`src/rtl/bin2bcd_seq.sv`:
```
// Sequential binary-to-BCD converter (shift-and-add-3, one input bit per clock, MSB first).
// Results are registered on entry to the one-cycle DONE state and held until the next one.
module bin2bcd_seq #(
  parameter int unsigned WIDTH  = 16,
  parameter int unsigned DIGITS = 5
) (
  input  logic                  i_clk,
  input  logic                  i_reset,
  input  logic                  i_start,
  input  logic [WIDTH-1:0]      i_bin,
  output logic                  o_busy,
  output logic                  o_done,
  output logic [4*DIGITS-1:0]   o_bcd,
  output logic                  o_overflow
);

  localparam int unsigned CW = $clog2(WIDTH + 1);
  localparam int unsigned BW = 4 * DIGITS;

  typedef enum logic [1:0] {StIdle, StShift, StDone} state_t;

  state_t            state_q, state_d;
  logic [CW-1:0]     cnt_q, cnt_d;
  logic [WIDTH-1:0]  bin_q, bin_d;
  logic [BW-1:0]     scr_q, scr_d;
  logic              ovf_q, ovf_d;
  logic [BW-1:0]     bcd_q, bcd_d;
  logic              ovfo_q, ovfo_d;

  logic [BW-1:0]     adj;
  logic [3:0]        dig;
  logic [BW-1:0]     shifted;
  logic              shifted_ovf;

  // Add 3 to every scratch digit >= 5, then form the shifted scratch and sticky overflow.
  always_comb begin
    adj = '0;
    dig = '0;
    for (int k = 0; k < int'(DIGITS); k++) begin
      dig = scr_q[4*k +: 4];
      adj[4*k +: 4] = (dig >= 4'd5) ? dig + 4'd3 : dig;
    end
    shifted     = {adj[BW-2:0], bin_q[WIDTH-1]};
    // The bit leaving the top digit means the value no longer fits in DIGITS digits.
    shifted_ovf = ovf_q | adj[BW-1];
  end

  // Next-state and datapath updates for the IDLE/SHIFT/DONE controller.
  always_comb begin
    state_d = state_q;
    cnt_d   = cnt_q;
    bin_d   = bin_q;
    scr_d   = scr_q;
    ovf_d   = ovf_q;
    bcd_d   = bcd_q;
    ovfo_d  = ovfo_q;
    unique case (state_q)
      StIdle, StDone: begin
        if (i_start) begin
          state_d = StShift;
          bin_d   = i_bin;
          scr_d   = '0;
          ovf_d   = 1'b0;
          cnt_d   = CW'(WIDTH);
        end else begin
          state_d = StIdle;
        end
      end
      StShift: begin
        scr_d = shifted;
        ovf_d = shifted_ovf;
        bin_d = bin_q << 1;
        cnt_d = cnt_q - CW'(1);
        if (cnt_q == CW'(1)) begin
          state_d = StDone;
          // Saturate to all nines on overflow so every nibble stays a legal digit.
          bcd_d   = shifted_ovf ? {DIGITS{4'h9}} : shifted;
          ovfo_d  = shifted_ovf;
        end
      end
      default: state_d = StIdle;
    endcase
  end

  // State and datapath registers with asynchronous active-high reset.
  always_ff @(posedge i_clk or posedge i_reset) begin
    if (i_reset) begin
      state_q <= StIdle;
      cnt_q   <= '0;
      bin_q   <= '0;
      scr_q   <= '0;
      ovf_q   <= 1'b0;
      bcd_q   <= '0;
      ovfo_q  <= 1'b0;
    end else begin
      state_q <= state_d;
      cnt_q   <= cnt_d;
      bin_q   <= bin_d;
      scr_q   <= scr_d;
      ovf_q   <= ovf_d;
      bcd_q   <= bcd_d;
      ovfo_q  <= ovfo_d;
    end
  end

  // Status flags decode directly from the state register.
  always_comb begin
    o_busy     = (state_q == StShift);
    o_done     = (state_q == StDone);
    o_bcd      = bcd_q;
    o_overflow = ovfo_q;
  end

endmodule
```
`config.mk`:
```
export PLATFORM = sky130hd
export DESIGN_NAME = bin2bcd_seq
export DESIGN_NICKNAME = d
export VERILOG_FILES = /design/src/rtl/bin2bcd_seq.sv
export SDC_FILE = /design/constraint.sdc
export NUM_CORES = 1
export LEC_CHECK = 0
export BUFFER_PORTS_ARGS = -buffer_cell sky130_fd_sc_hd__buf_2
export CORE_MARGIN = 10
export CORE_UTILIZATION = 35
export CTS_CLUSTER_SIZE = 10
export DETAILED_ROUTE_END_ITERATION = 10
export PLACE_DENSITY = 0.63
export SLEW_MARGIN = 15
export SYNTH_ARGS = -nofsm -noshare
export SYNTH_HDL_FRONTEND = slang
export SYNTH_SLANG_ARGS = --single-unit
```
`constraint.sdc`:
```
create_clock -name i_clk -period 5.4 [get_ports i_clk]
set_input_delay 1.08 -clock i_clk [delete_from_list [all_inputs] [get_ports i_clk]]
set_output_delay 1.08 -clock i_clk [all_outputs]
set_load 0.05 [all_outputs]
```
-- Word-level counts from Yosys, hierarchy flattened
Index checks and enable logic that the tools add are counted.
- $add $sub $neg: 6
- magnitude comparators: 5
- eq/ne operators: 5
- mux-type cells: 17
- bitwise logic cells: 1
- reductions and logical operators: 5
- operators by type and width (operator ; number):
    $mux 20 ; 2
    $pmux 20 s2 ; 1
    $pmux 16 s2 ; 1
    $add 4x2->4 const B ; 5
    $ge 4x3->1 const B ; 5
    $mux 4 ; 5
    $mux 16 ; 1
    $pmux 5 s2 ; 1
    $eq 5x1->1 const B ; 1
    $mux 5 ; 1
    $sub 5x1->5 const B ; 1
    $pmux 2 s2 ; 1
    $reduce_and 2->1 ; 2
    $eq 2x1->1 const B ; 1
    $eq 2x2->1 const B ; 1
    $logic_not 2->1 ; 1
    $mux 1 ; 2
    $mux 2 ; 1
    $ne 2x1->1 const B ; 1
    $ne 2x2->1 const B ; 1
    $pmux 1 s2 ; 1
    $reduce_bool 2->1 ; 1
    $reduce_or 2->1 ; 1
    $or 1x1->1 ; 1
- bits in registers: 65
- input port bits: 19
- output and inout bits: 23
- logic and storage cells: 46

-- Depth between registers and ports, before layout
Gate-level depths: netlist of the first run.
- depth after elaboration: 4
- mapped depth: 8
- mapped depth without buffers: 7

-- Worst setup path before layout of the first run
Ideal clock, no wire load.
- kind: register to output
- start point: register state_q[1]
- end point: output port o_busy
- arrival time: 1.139 ns
- data required time: 4.320 ns
- setup slack: 3.181 ns
- cell stages (with the launch flop): 5
- path buffers: 2
- cell sequence: dfrtp_1 > nand2b_1 > inv_1 > buf_2 > buf_2
- word-level cells in the longest chain between the ends: 1
- RTL lines (what ; RTL line ; source):
    start: declaration ; 22 ; state_t state_q, state_d;
    start signal: assignment ; 88 ; state_q <= StIdle;
    start signal: assignment ; 96 ; state_q <= state_d;
    $eq 2x1->1 ; 108 ; o_busy = (state_q == StShift);
    end: declaration ; 11 ; output logic o_busy,
Every way passes these cells.

-- Worst setup path in the final report of the first run
Ends and elaborated chain as after synthesis.

==> results.cfg, run 1 <==
[global_routing]
grt_overflow = 0
grt_pass1_wl_um = 11600
antenna_found_initial = 1
track_usage = 0.108
grt_max_degree = 44
grt_pass1_vias = 2396

[die]
chipHeight_um = 113
coreArea_sq_um = 8590
dieArea_sq_um = 12900
initial_core_util = 0.356
placementRows = 34
die_x_um = 113
io_pins = 42

[worst_setup_path]
r2r_cells = 6
start_kind = flop
rr_startpoint = state_q[1]
cp_slowest_cell = inv_1
critical-path-top-delay-family = buffers and inverters
reg2reg_slack_ns = 2.16
cp_num_buf_inv = 2
critPathCaptureType = output port
worstPathCellList = nand2b_1, inv_1, buf_2
worstPathArrival_ns = 2.32
critical_path_required_ns = 4.32
critPathKind = reg -> out
critPathMaxStageDelay_ns = 0.72
r2r-end = o_bcd[3]
crit_path_max_fanout = 24

[yosys]
synth_area_leaders = dfrtp_1 (53%), nand2_1 (8.0%), ha_1 (4.9%)
syn_avg_cell_area_sq_um = 9.96
synth_cell_types = 30
ys_ff_latch = 65
ys_seq_area_frac = 0.532
yosysTopAreaCellShare = 0.532
ys.warnings.count = 0
yosys.area.top_type = dfrtp_1
synth_commonest_cells = dfrtp_1 (65), nand2_1 (65), o21ai_0 (27)
synth-edff-count = 0
async_reset_ff_frac = 1.00
synth_ff_type = dfrtp_1
syn_area_sq_um = 3060
syn_nets = 338
synthCells = 307

[cells_and_area]
synthToLayoutAreaGrowth_pct = 15.4
layout-drive-gt1-share = 0.225
final-seq-area_sq_um = 1630
nFillCells = 854
multi_input_area_sq_um = 1290
final_cell_area_sq_um = 3530
layout.nets = 378
insertedDiodeCount = 0
post-route-util = 0.410

[clock_network]
cts_htree_levels = 3
cts_sinks = 65
cts_tree = built
clk_latency_ns = 0.33
cts_resized = 0
clock_path_buffers = 2
root_buffer = clkbuf_8
postCtsSetupRepairBufs = 0
ctsHoldBuffers = 0
cts_buffers = 9
clk_pin_slew_worst_paths_ns = 0.07

[power]
power-per-cell-area_nw_per_um2 = 669
leakagePower_nw = 1.63
vdd_drop_max_uv = 254

[placed_design]
dp_hpwl_um = 4560
port_buffers = 41
place_congestion = 0.815
place_area_sq_um = 3350

[sta]
final_hold_viol_count = 0
period_needed_ns = 3.40
rsz0062_at_grt = false
whs_ns = 0.476
skew_ns = 0.00638
setup_tns_ns = 0
setup_viol = 0
maxSlewHeadroom = 0.317
clock.fmax_mhz = 294
fin_crit_sh = 0.629
tightest_slew_ns = 1.02
drv_slew = 0

[job]
cap_violations = 0

[drt]
detail_route.iter0.violations = 98
first_pass_iters = 4
totalWireLength_um = 6450
wire_per_inst_um = 14.1
ant_nets = 0
routed_via_density = 4.95
drc_errors = 0
num_vias = 2274

[min_path]
hold_start = bin_q[9]
hold_path_end = bin_q[9]
hp-class = reg -> reg
hold_path_depth = 2

[outcome]
status = complete, no violations
power breakdown:
group / leakage [nW] / switching (mW) / total (mW) / internal [mW]
combinational: 0.731 / 0.752 / 1.12 / 0.367
clock: 0.0929 / 0.171 / 0.379 / 0.209
sequential: 0.808 / 0.158 / 0.860 / 0.702
metal layers:
metal | track usage | part of all wire | vias up
met4 | 0.0313 | 0.0037 | 2
met3 | 0.0472 | 0.074 | 4
li1 | - | - | 1133
met2 | 0.165 | 0.45 | 59
met1 | 0.136 | 0.47 | 1076
met5 | 0 | 0.0020 | -
how the worst max path moves through the flow:
stage               slack (ns)  cells after the start  startpoint   endpoint
global placement          2.29                      6  state_q[1]   o_bcd[3]
floorplan                 2.69                      1     i_reset   bin_q[0]
global route              1.79                      6  state_q[1]  o_bcd[19]
detailed placement        2.18                      6  state_q[1]   o_bcd[3]
CTS                       1.98                      3  state_q[1]     o_busy
finish                    2.00                      3  state_q[1]     o_busy
kinds of logic after synthesis:
kind of cell,synth area share
compound gates,0.178
xor+xnor,0.0143
fa+ha+maj,0.0491
buf+inv,0.0454
flops,0.532
mux,0.0250
simple gates,0.156
layout by cell type (no fill, tap or decap), types with 7 or more instances in the layout:
cell and instances:
nand2b_1 7, clkbuf_8 9, a21oi_1 16, o21ai_0 27
a31oi_1 9, o31ai_2 10, inv_1 14, nor3b_1 10
buf_2 41, a22oi_1 15, nand2_1 65, ha_1 12
dfrtp_1 65, nor2_1 12
registers in the layout, indices dropped and copies added (netlist names):
| signal | count |
|---|---|
| ovf_q | 1 |
| o_bcd | 20 |
| state_q | 2 |
| cnt_q | 5 |
| bin_q | 16 |
| scr_q | 20 |
| o_overflow | 1 |
cell type report:
type	instances	area share
sequential	65	0.461
timing repair buffer	45	0.0667
clock inverter	4	0.0128
tap	108	0.0383
clock buffer	11	0.0372
multi-input combinational	210	0.367
inverter	16	0.0170
tightest hold or removal path: stages, from the launching register on:
cell and delay [ns]:
dfrtp_1 0.34, nand2_1 0.05, nand2_1 0.05
metrics by stage:
step	setup WS, ns	total power [mW]	std cells
floorplan	2.69	1.73	307
global placement	2.29	1.96	444
detailed placement	2.18	2.00	444
CTS	1.98	2.39	459
global route	1.79	2.58	459
finish	2.00	2.36	459
(Power assumes the default switching activity.)
==> run 2: changes to the inputs <==
- ABC_AREA: not set -> 1
- PLACE_DENSITY: 0.63 -> 0.65
- clock period: 5.4 -> 2.86 ns (I/O delays scaled with it)
==> run 2 against run 1 <==
  * Core utilization increased by 0.14 points
  * Combinational power rose by 120%
  * Synthesized cell count up 33%
  * Register-to-register slack lost 1.3 ns
  * Non-clock buffer count down 1
  * Critical path depth decreased by 1
  * Total power up 110%
  * Sequential share of layout area decreased by 3.2 points
  * Clock-buffer cell count rose by 3
  * Critical path type unchanged
==> results.cfg, run 2 <==
[clock_network]
root_buffer = clkbuf_8
cts_resized = 0
clk_latency_ns = 0.34
cts_htree_levels = 3
clk_pin_slew_worst_paths_ns = 0.06
cts_buffers = 9
ctsHoldBuffers = 0
postCtsSetupRepairBufs = 0
clock_path_buffers = 2
cts_tree = built
cts_sinks = 65

[cells_and_area]
final_common_cell = nand2_1
final_cells = 566
layout-drive-gt1-share = 0.171
insertedDiodeCount = 0
final_cell_mix = nand2_1 (134), dfrtp_1 (65), buf_2 (41)
layout.nets = 481
synthToLayoutAreaGrowth_pct = 15.1

[global_routing]
track_usage = 0.113
grt_pass1_vias = 2801
grt_pass1_wl_um = 12400
grt_overflow = 0
antenna_found_initial = 0
grt_max_degree = 39

[placed_design]
place_ws_ns = 0.918
place_inst = 550
place_congestion = 0.905
dp_hpwl_um = 5220
port_buffers = 41

[yosys]
syn_avg_cell_area_sq_um = 8.08
synth_ff_type = dfrtp_1
yosysTopAreaCellShare = 0.494
synth_cell_types = 26
ys_seq_area_frac = 0.494
syn_nets = 438
async_reset_ff_frac = 1.00
yosys.area.top_type = dfrtp_1
ys_ff_latch = 65
synth_commonest_cells = nand2_1 (134), dfrtp_1 (65), inv_1 (40)
synthCells = 407
yosysMostFrequentCell = nand2_1
synth-edff-count = 0
ys.warnings.count = 0
synth_area_leaders = dfrtp_1 (49%), nand2_1 (15%), nand3_1 (5.8%)
syn_area_sq_um = 3290

[drt]
totalWireLength_um = 7280
ant_nets = 0
drc_errors = 0
num_vias = 2733
first_pass_iters = 4
detail_route.iter0.violations = 139
wire_per_inst_um = 12.9
routed_via_density = 4.83

[worst_setup_path]
critPathKind = reg -> out
crit_path_start = state_q[1]
critical_path_required_ns = 2.29
critPathCaptureType = output port
rr_startpoint = state_q[1]
start_kind = flop
crit_path_max_fanout = 10
worstPathArrival_ns = 1.54

[die]
die_x_um = 117
coreArea_sq_um = 9200
chipHeight_um = 117
placementRows = 35
dieArea_sq_um = 13700
initial_core_util = 0.358
io_pins = 42

[power]
vdd_drop_max_uv = 429
leakagePower_nw = 1.96
power-per-cell-area_nw_per_um2 = 1300
total_power_mw = 4.92

[sta]
maxSlewHeadroom = 0.583
setup_viol = 0
final_hold_viol_count = 0
worst_slack_ns = 0.745
fin_crit_sh = 0.740
period_needed_ns = 2.12
setup_tns_ns = 0
skew_ns = 0.00749
tightest_slew_ns = 0.625
drv_slew = 0
clock.fmax_mhz = 473
rsz0062_at_grt = false

[job]
cap_violations = 0

[outcome]
status = complete, no violations

[min_path]
hp-class = in -> async
-- run 2: cell count changes after synthesis, moves of 9 or more --
| cell | previous run | this run |
|---|---|---|
| nor3b_1 | 10 | 0 |
| nor2_1 | 13 | 34 |
| a22oi_1 | 15 | 0 |
| nand2_1 | 65 | 134 |
| nand3_1 | 1 | 38 |
| a21oi_1 | 16 | 4 |
| inv_1 | 15 | 40 |
| a31oi_1 | 9 | 0 |
| o31ai_2 | 10 | 0 |
-- run 2: per-layer routing --
| metal | GRT usage | part of all wire | up-vias |
|---|---|---|---|
| li1 | - | - | 1386 |
| met1 | 0.133 | 0.46 | 1267 |
| met2 | 0.186 | 0.46 | 70 |
| met3 | 0.0449 | 0.068 | 10 |
| met4 | 0.0354 | 0.015 | 0 |
| met5 | 0 | 0 | - |
-- run 2: area by class of cell --
| cell class | instances | area (sq um) |
|---|---|---|
| Multi-Input combinational cell | 286 | 1410 |
| Clock buffer | 14 | 173 |
| Sequential cell | 65 | 1630 |
| Timing Repair Buffer | 44 | 240 |
| Fill cell | 942 | 5410 |
| Inverter | 44 | 165 |
| Clock inverter | 2 | 35.0 |
| Tap cell | 111 | 139 |
-- run 2: report_power, final --
group | switching, mW | total (mW) | internal [mW] | leakage [nW]
combinational | 1.80 | 2.50 | 0.701 | 1.06
sequential | 0.260 | 1.62 | 1.36 | 0.791
clock | 0.334 | 0.808 | 0.474 | 0.107
-- run 2: worst paths after layout --
path / slack [ns] / cells after the start / end
min reg2reg: 0.48 / 2 / o_overflow
max reg2reg: 0.91 / 5 / bin_q[0]
max in group asynchronous: 1.93 / 3 / scr_q[11]
min: 0.31 / 2 / bin_q[6]
min in group i_clk: 0.45 / 3 / bin_q[4]
max: 0.74 / 2 / o_busy
-- run 2: worst max-delay path: stages (launching register included) --
cell and delay (ns):
dfrtp_1 0.39, nor2_2 0.44, buf_2 0.38
-- run 2: logic make-up (layout without fill, tap and decap cells) --
group / after synthesis / count (layout) / synth area share
compound gates: 54 / 54 / 0.0962
fa+ha+maj: 12 / 12 / 0.0456
buf+inv: 56 / 104 / 0.0772
flops: 65 / 65 / 0.494
simple gates: 220 / 220 / 0.286
-- run 2: stage by stage --
step	instance area [sq um]	hold WS [ns]	utilization
after floorplan	3290	0.452	-
after global placement	3580	0.458	0.389
after detailed placement	3580	0.465	0.389
after CTS	3790	0.331	0.412
after global routing	3790	0.359	0.412
final	3790	0.309	0.412
==> run 3: changes to the inputs <==
- clock period: 2.86 -> 1.8 ns (I/O delays scaled with it)
==> run 3 against run 2 <==
  * Clock skew increased by 0.00097 ns
  * Register-to-register slack got worse by 0.73 ns
  * Total power increased by 59%
  * Core utilization increased by 0.41 points
  * Final area increased by 0.99%
  * Clock power increased by 47%
  * First-iteration DRC count increased by 19%
  * Cell count increased by 1.2%
  * Largest cell class unchanged
  * Setup slack got worse by 0.68 ns
  * Sequential power increased by 59%
  * Critical path type unchanged
  * Combinational power increased by 63%
  * Clock-buffer cell count decreased by 4
==> results.cfg, run 3 (synthesis gave the netlist of run 2 again) <==
[die]
placementRows = 35
die_x_um = 117
dieArea_sq_um = 13700
initial_core_util = 0.358
coreArea_sq_um = 9200
io_pins = 42
chipHeight_um = 117

[min_path]
hp-class = in -> async

[power]
vdd_drop_max_uv = 760
leakagePower_nw = 1.98
p_sw_frac = 0.491
p_sw_mw = 3.85
p_seq_frac = 0.328
p_int_mw = 3.99
power_frac_clock = 0.152
combPwrFrac = 0.520
power-per-cell-area_nw_per_um2 = 2050

[drt]
detail_route.iter0.violations = 165
ant_nets = 0
routed_via_density = 4.86
num_vias = 2787
drc_errors = 0
first_pass_iters = 4
totalWireLength_um = 7230
wire_per_inst_um = 12.6

[worst_setup_path]
worstPathCellList = nor2_2, buf_4, buf_4
reg2reg_slack_ns = 0.18
critical-path-top-delay-family = buffers and inverters
critPathKind = reg -> out
critical_path_required_ns = 1.44
cp_num_buf_inv = 2
cp.depth = 3
rr_startpoint = scr_q[16]
r2r_cells = 11
critPathCaptureType = output port
crit_top_cell = buf_4
r2r-end = o_bcd[18]
worstPathArrival_ns = 1.37
crit_end = o_busy
cp_slowest_cell = dfrtp_1
crit_path_max_fanout = 13
crit_path_start = state_q[1]
start_kind = flop
critPathMaxStageDelay_ns = 0.39

[sta]
tightest_slew_ns = 0.354
setup_tns_ns = 0
final_hold_viol_count = 0
period_needed_ns = 1.73
clock.fmax_mhz = 577
setup_viol = 0
drv_slew = 0
maxSlewHeadroom = 0.764
skew_ns = 0.00846
fin_crit_sh = 0.962
rsz0062_at_grt = false

[cells_and_area]
final-seq-area_sq_um = 1630
final_cells = 573
synthToLayoutAreaGrowth_pct = 16.3
final_common_cell = nand2_1
multi_input_area_sq_um = 1410
layout-drive-gt1-share = 0.186
layout.nets = 488
final_cell_mix = nand2_1 (134), dfrtp_1 (65), buf_2 (40)
nFillCells = 944
insertedDiodeCount = 0

[global_routing]
antenna_found_initial = 0
grt_overflow = 0
grt_pass1_wl_um = 12300
grt_pass1_vias = 2738
grt_max_degree = 66
track_usage = 0.111

[clock_network]
clk_latency_ns = 0.34
cts_resized = 1
postCtsSetupRepairBufs = 0
cts_buffers = 9
cts_htree_levels = 3
cts_sinks = 65
cts_tree = built
clk_pin_slew_worst_paths_ns = 0.07
ctsHoldBuffers = 0
clock_path_buffers = 2
root_buffer = clkbuf_8

[placed_design]
port_buffers = 41
dp_hpwl_um = 5280
place_congestion = 0.817
place_inst = 557

[outcome]
status = complete, no violations

[job]
cap_violations = 0
==> run 3: area by class of cell <==
type	instances	share of cell area
clock buffer	10	0.0334
clock inverter	6	0.0154
inverter	44	0.0442
multi-input combinational	286	0.368
sequential	65	0.425
tap	111	0.0363
timing repair buffer	51	0.0772
==> run 3: power by group through the flow <==
stage	clock, mW	sequential [mW]	combinational [mW]
after floorplan	0	3.27	2.44
after global placement	0	2.58	4.01
after detailed placement	0	2.60	4.11
after CTS	1.22	2.58	4.13
after global routing	1.30	2.67	4.62
final	1.19	2.58	4.08
==> run 3: worst min path at each step <==
stage	cells past startpoint	to	start	slack, ns
6_report	3	scr_q[17]	i_reset	0.10
5_1_grt	3	bin_q[2]	i_reset	0.12
4_1_cts	3	bin_q[2]	i_reset	0.11
3_5_place_dp	2	o_bcd[13]	o_bcd[13]	0.46
3_3_place_gp	2	o_overflow	o_overflow	0.46
2_1_floorplan	1	cnt_q[4]	cnt_q[4]	0.45
==> run 3: through the flow <==
stage / worst slack [ns] / utilization / power, mW / hold slack [ns] / cell area, sq um
finish: 0.0682 / 0.416 / 7.84 / 0.104 / 3820
global route: 0.00517 / 0.416 / 8.59 / 0.116 / 3820
CTS: 0.0394 / 0.416 / 7.93 / 0.107 / 3820
detailed placement: 0.193 / 0.395 / 6.71 / 0.463 / 3640
global placement: 0.218 / 0.395 / 6.59 / 0.461 / 3640
floorplan: 0.354 / - / 5.71 / 0.452 / 3290
==> run 3: layer usage <==
metal | wire, um | share of wire | GRT usage
met5 | 0 | 0 | 0
met4 | 70 | 0.0097 | 0.0387
met3 | 482 | 0.067 | 0.0413
met2 | 3430 | 0.47 | 0.186
met1 | 3250 | 0.45 | 0.128
==> run 3: worst register-to-register path, cell delays in order, from the launching register on <==
cell     delay [ns]
dfrtp_1        0.41
inv_1          0.11
ha_1           0.22
inv_1          0.05
nand2_1        0.10
nand2_2        0.09
nand2_1        0.06
nor2_2         0.12
nor2_4         0.04
buf_4          0.18
nand3_1        0.09
nand2_1        0.06
